[src/rtl/vec_dot_pkg.sv]
// Shared definitions for the dot-product CSR front-end: register map, CTRL bit
// positions, run-sequencing states and the byte-lane merge helper.
package vec_dot_pkg;

    localparam logic [2:0] REG_CTRL      = 3'd0;
    localparam logic [2:0] REG_LENGTH    = 3'd1;
    localparam logic [2:0] REG_VECA_BASE = 3'd2;
    localparam logic [2:0] REG_VECB_BASE = 3'd3;
    localparam logic [2:0] REG_RESULT_LO = 3'd4;
    localparam logic [2:0] REG_RESULT_HI = 3'd5;
    localparam logic [2:0] REG_CYCLES    = 3'd6;
    localparam logic [2:0] REG_VERSION   = 3'd7;

    // CTRL write-side bits
    localparam int CTRL_START    = 0;
    localparam int CTRL_IRQ_EN   = 1;
    localparam int CTRL_CLR_DONE = 2;
    localparam int CTRL_CLR_ERR  = 3;

    // CTRL read-side bits (irq_en reads back at CTRL_IRQ_EN)
    localparam int CTRL_BUSY = 0;
    localparam int CTRL_DONE = 2;
    localparam int CTRL_ERR  = 3;

    localparam logic [31:0] VERSION_DEFAULT = 32'h0D07_0001;

    typedef enum logic [1:0] {
        IDLE,
        LAUNCH,
        WAIT_BUSY,
        RUNNING
    } state_t;

    function automatic logic [31:0] merge_be(input logic [31:0] old_val,
                                             input logic [31:0] new_val,
                                             input logic [3:0]  be);
        logic [31:0] merged;
        for (int i = 0; i < 4; i++) begin
            merged[8*i +: 8] = be[i] ? new_val[8*i +: 8] : old_val[8*i +: 8];
        end
        return merged;
    endfunction

endpackage

[src/rtl/vec_dot_csr_slave.sv]
// Avalon-MM register front-end for the dot-product core: holds the run
// configuration, launches runs, snapshots result and busy-cycle count, raises irq.
module vec_dot_csr_slave
    import vec_dot_pkg::*;
#(
    parameter logic [31:0] VERSION = VERSION_DEFAULT
) (
    input  logic        clock,
    input  logic        resetn,
    input  logic [2:0]  avs_address,
    input  logic        avs_read,
    input  logic        avs_write,
    input  logic [31:0] avs_writedata,
    input  logic [3:0]  avs_byteenable,
    output logic [31:0] avs_readdata,
    output logic        irq,
    output logic        core_start,
    output logic [31:0] core_length,
    output logic [31:0] core_vecA_baseAddr,
    output logic [31:0] core_vecB_baseAddr,
    input  logic        core_busy,
    input  logic [63:0] core_result
);

    state_t      state_q;
    logic [31:0] length_q;
    logic [31:0] veca_q;
    logic [31:0] vecb_q;
    logic [63:0] result_q;
    logic [31:0] cycles_q;
    logic [31:0] cnt_q;
    logic [31:0] cnt_d;
    logic        done_q;
    logic        err_q;
    logic        irq_en_q;
    logic        start_q;
    logic [31:0] readdata_q;
    logic [31:0] readdata_d;
    logic [31:0] ctrl_rd;

    logic idle;
    logic ctrl_wr;
    logic cfg_wr;
    logic start_req;
    logic clr_done_req;
    logic clr_err_req;

    assign idle    = (state_q == IDLE);
    // CTRL fields all live in byte lane 0, so that lane gates the whole write.
    assign ctrl_wr = avs_write && (avs_address == REG_CTRL) && avs_byteenable[0];
    assign cfg_wr  = avs_write && ((avs_address == REG_LENGTH) ||
                                   (avs_address == REG_VECA_BASE) ||
                                   (avs_address == REG_VECB_BASE));

    assign start_req    = ctrl_wr && avs_writedata[CTRL_START];
    assign clr_done_req = ctrl_wr && avs_writedata[CTRL_CLR_DONE];
    assign clr_err_req  = ctrl_wr && avs_writedata[CTRL_CLR_ERR];

    always_comb begin
        // NOTE: every signal written here gets a default first, so no latch can be inferred.
        cnt_d   = (cnt_q == 32'hFFFF_FFFF) ? cnt_q : cnt_q + 32'd1;
        ctrl_rd = '0;
        ctrl_rd[CTRL_BUSY]   = !idle;
        ctrl_rd[CTRL_IRQ_EN] = irq_en_q;
        ctrl_rd[CTRL_DONE]   = done_q;
        ctrl_rd[CTRL_ERR]    = err_q;

        readdata_d = '0;
        case (avs_address)
            REG_CTRL:      readdata_d = ctrl_rd;
            REG_LENGTH:    readdata_d = length_q;
            REG_VECA_BASE: readdata_d = veca_q;
            REG_VECB_BASE: readdata_d = vecb_q;
            REG_RESULT_LO: readdata_d = result_q[31:0];
            REG_RESULT_HI: readdata_d = result_q[63:32];
            REG_CYCLES:    readdata_d = cycles_q;
            REG_VERSION:   readdata_d = VERSION;
            default:       readdata_d = '0;
        endcase
    end

    // NOTE: sequential state uses non-blocking assignments so every register samples pre-edge values.
    always_ff @(posedge clock or negedge resetn) begin
        if (!resetn) begin
            state_q    <= IDLE;
            length_q   <= '0;
            veca_q     <= '0;
            vecb_q     <= '0;
            result_q   <= '0;
            cycles_q   <= '0;
            cnt_q      <= '0;
            done_q     <= 1'b0;
            err_q      <= 1'b0;
            irq_en_q   <= 1'b0;
            start_q    <= 1'b0;
            readdata_q <= '0;
        end else begin
            start_q <= 1'b0;

            if (avs_read) begin
                readdata_q <= readdata_d;
            end

            if (ctrl_wr) begin
                irq_en_q <= avs_writedata[CTRL_IRQ_EN];
            end

            // Configuration is frozen outside IDLE so the core sees stable inputs.
            if (cfg_wr && idle) begin
                case (avs_address)
                    REG_LENGTH:    length_q <= merge_be(length_q, avs_writedata, avs_byteenable);
                    REG_VECA_BASE: veca_q   <= merge_be(veca_q, avs_writedata, avs_byteenable);
                    REG_VECB_BASE: vecb_q   <= merge_be(vecb_q, avs_writedata, avs_byteenable);
                    default: ;
                endcase
            end

            // Clears come first; any set later in this block overrides them.
            if (clr_done_req) begin
                done_q <= 1'b0;
            end
            if (clr_err_req) begin
                err_q <= 1'b0;
            end
            if ((cfg_wr || start_req) && !idle) begin
                err_q <= 1'b1;
            end

            case (state_q)
                IDLE: begin
                    if (start_req) begin
                        state_q <= LAUNCH;
                        start_q <= 1'b1;
                    end
                end
                LAUNCH: begin
                    cnt_q   <= '0;
                    state_q <= WAIT_BUSY;
                end
                WAIT_BUSY: begin
                    if (core_busy) begin
                        cnt_q   <= 32'd1;
                        state_q <= RUNNING;
                    end
                end
                RUNNING: begin
                    if (core_busy) begin
                        cnt_q <= cnt_d;
                    end else begin
                        result_q <= core_result;
                        cycles_q <= cnt_q;
                        done_q   <= 1'b1;
                        state_q  <= IDLE;
                    end
                end
                default: state_q <= IDLE;
            endcase
        end
    end

    assign avs_readdata       = readdata_q;
    assign irq                = done_q & irq_en_q;
    assign core_start         = start_q;
    assign core_length        = length_q;
    assign core_vecA_baseAddr = veca_q;
    assign core_vecB_baseAddr = vecb_q;

endmodule
[config.mk]
export PLATFORM = sky130hd
export DESIGN_NAME = vec_dot_csr_slave
export DESIGN_NICKNAME = d
export VERILOG_FILES = /design/src/rtl/vec_dot_pkg.sv /design/src/rtl/vec_dot_csr_slave.sv
export SDC_FILE = /design/constraint.sdc
export NUM_CORES = 1
export LEC_CHECK = 0
export ABC_AREA = 1
export CORE_MARGIN = 3
export CORE_UTILIZATION = 40
export DETAILED_ROUTE_END_ITERATION = 16
export GPL_ROUTABILITY_DRIVEN = 0
export GPL_TIMING_DRIVEN = 1
export PLACE_DENSITY = 0.74
export SKIP_CTS_REPAIR_TIMING = 1
export SYNTH_ARGS = -nofsm -noshare
export SYNTH_HDL_FRONTEND = slang
export SYNTH_SLANG_ARGS = --single-unit
[constraint.sdc]
create_clock -name clock -period 2.3 [get_ports clock]
set_input_delay 0.69 -clock clock [delete_from_list [all_inputs] [get_ports clock]]
set_output_delay 0.69 -clock clock [all_outputs]
set_load 0.005 [all_outputs]
==> impl_metrics.tcl <==
set metrics [dict create \
    status "finished, final reports clean" \
    drc 0 \
    worstPathCellList "nand2_1 -> inv_1 -> clkdlybuf4s50_1" \
    cts_root_buf "clkbuf_16" \
    final_util_pct 54.9 \
    worstSetupStartpointType "register" \
    synth-edff-count 0 \
    grt_pass1_wl_um 60200 \
    busiest_layer "met2" \
    grt_overflow 0 \
    routed_wl_um 37900 \
    slowest_stage "clkdlybuf4s50_1" \
    cts_max_level 1 \
    clkTransAtPathRegs_ns 0.06 \
    leakage_uw 0.00737 \
    async_flop_share_pct 100 \
    synth_seq_area_share_pct 53.3 \
    netlist_instances 1485 \
    io_buffers 237 \
    yosys_most_used_dff "dfrtp_1" \
    fin_nets 1870 \
    ys_types 34 \
    core_area_um2 30000 \
    nFillCells 2663 \
    regArea_um2 6560 \
    gr-usage-met3_pct 3.12 \
    min_period_over_period_pct 96.0 \
    clock_latency_ns 0.55 \
    dp_hpwl_um 28100 \
    report.final.slew_viol_count 0 \
    worstPathArrival_ns 1.52 \
    die_h_um 181 \
    worst_slew_pin_slew_ns 0.419 \
    grt_use_total_pct 22.6 \
    hold_class "input pin to async pin" \
    power_density_nw_per_um2 937 \
    grt_max_degree 71 \
    finalHoldViolCount 0 \
    die_area_um2 32900 \
    final_antenna_net_count 0 \
    drive_gt1_share_pct 9.78 \
    ios 238 \
    multiInputGateArea_um2 4760 \
    dr.pass1.iters 5 \
    cts_tree "done" \
    fin_setup_tns_ns 0 \
    cts_inserted_buffers 29 \
    clock_sinks 262 \
    fin_crit_ns 2.21 \
    die_x_um 181 \
    drtIter0Drc 1030 \
    rsz0062_at_grt "false" \
    clock_path_buffers 3 \
    criticalPathCategory "register to primary output" \
    ys_warn_count 0 \
    ir_drop_mv 0.585 \
    area_delta_synth_final_pct 33.8 \
    start_util_pct 41.1 \
    grt_use_met2_pct 36.3 \
    routed_via_density 5.13 \
    cpPeakStageDelay_ns 0.49 \
    cp_max_fo 3 \
    rows 63 \
    antenna_found_initial 0 \
    vias 11100 \
    relSlewSlack_pct 72.1 \
    syn_area_per_cell_um2 8.28 \
    grt_pass1_vias 10900 \
    ys_ff_latch 262 \
    maxCapViolCount 0 \
    clock.fmax_mhz 453 \
    met1_usage_pct 31.0 \
    syn_nets 1597 \
    wire_per_inst_um 17.5 \
    clock_skew_ns 0.0204 \
    cp.required_ns 1.61 \
    finalSetupViolCount 0 \
    endpoint_kind "primary output" \
    syn-cell-area_um2 12300 \
]
[per-stage QoR]
stage	hold slack [ns]	std cells	total power [µW]	worst slack [ns]	instance area [µm²]
finish	0.0723	2171	15400	0.0912	16500
floorplan	0.394	1485	8340	0.403	12300
detailed placement	0.459	2117	10700	-0.217	15500
CTS	0.0782	2170	15500	0.0699	16400
global placement	0.456	2117	10600	-0.195	15500
global route	0.0923	2170	16200	0.0527	16400
[area by class of cell]
class | count | share of cell area [%]
antenna | 1 | 0.0152
inverter | 159 | 3.63
tap | 390 | 2.97
clock inverter | 17 | 1.29
sequential | 262 | 39.9
multi-input combinational | 1001 | 28.9
timing repair buffer | 305 | 18.6
clock buffer | 36 | 4.69
[Yosys cell counts (13+ instances only)]
master	n	area, µm²
o22ai_1	14	87.6
dfrtp_1	262	6560
o21ai_1	64	320
inv_1	154	578
o21ai_0	139	696
xnor2_1	13	114
o21ai_2	29	254
nand2_1	544	2040
buf_2	26	130
nor2_1	72	270
clkbuf_1	20	75.1
nand3_1	38	190
[path summary, 6_finish.rpt]
kind,endpoint,cells after the start,start,slack [ns]
setup / recovery,irq,3,done_q,0.09
hold / removal,result_q[20],1,resetn,0.07
setup reg to reg,core_vecB_baseAddr[9],8,state_q[0],0.24
hold reg to reg,result_q[1],2,result_q[1],0.48
max in group asynchronous,core_vecB_baseAddr[8],2,resetn,1.50
min in group clock,result_q[1],2,result_q[1],0.48
[kinds of logic (layout without fill, tap and decap cells)]
family	count (synthesis)	after routing	synth area share (%)
AND/OR/NAND/NOR	697	697	23.8
flip-flops	262	262	53.3
AO/OA/AOI/OAI	279	279	12.9
XOR/XNOR	21	21	1.50
buffers and inverters	222	517	8.03
adder cells (fa/ha/maj)	4	4	0.407
other	0	1	0
[metal layers]
metal  up-vias  part of all wire, %
met5         -                    0
met2       498                   46
met1      5295                   42
met3        90                  7.4
met4         0                  4.5
li1       5264                    -
[cell usage in the layout (no fill, tap or decap), types with 3 or more instances in the layout]
| cell | n |
|---|---|
| a21oi_1 | 11 |
| a22oi_1 | 11 |
| buf_12 | 14 |
| buf_4 | 54 |
| bufinv_16 | 4 |
| clkbuf_1 | 5 |
| clkbuf_16 | 29 |
| clkdlybuf4s50_1 | 236 |
| clkinv_2 | 4 |
| clkinvlp_4 | 5 |
| dfrtp_1 | 262 |
| ha_1 | 4 |
| inv_1 | 154 |
| inv_2 | 3 |
| nand2_1 | 544 |
| nand2_2 | 3 |
| nand3_1 | 38 |
| nand3_2 | 4 |
| nand3_4 | 10 |
| nand4_1 | 12 |
| nor2_1 | 72 |
| nor2_4 | 3 |
| nor3_1 | 5 |
| o21ai_0 | 139 |
| o21ai_1 | 64 |
| o21ai_2 | 29 |
| o221ai_1 | 9 |
| o22ai_1 | 14 |
| xnor2_1 | 13 |
| xor2_1 | 8 |
[state kept, by name, summed over array words and instances (netlist names)]
register and count:
core_start 1, core_vecB_baseAddr 32, avs_readdata 32, result_q 64
state_q 2, err_q 1, irq_en_q 1, done_q 1
cycles_q 32, core_length 32, cnt_q 32, core_vecA_baseAddr 32
[power breakdown]
part	switching, µW	internal, µW	total [µW]
logic	2150	1990	4130
registers	730	5800	6530
clock network	1900	2850	4750
[critical path: cells and delay by family (launching register included)]
family,cells,cell delay (ns)
and+or+nand+nor,1,0.07
buffers and inverters,2,0.54
DFF,1,0.36
(Power assumes the default switching activity.)
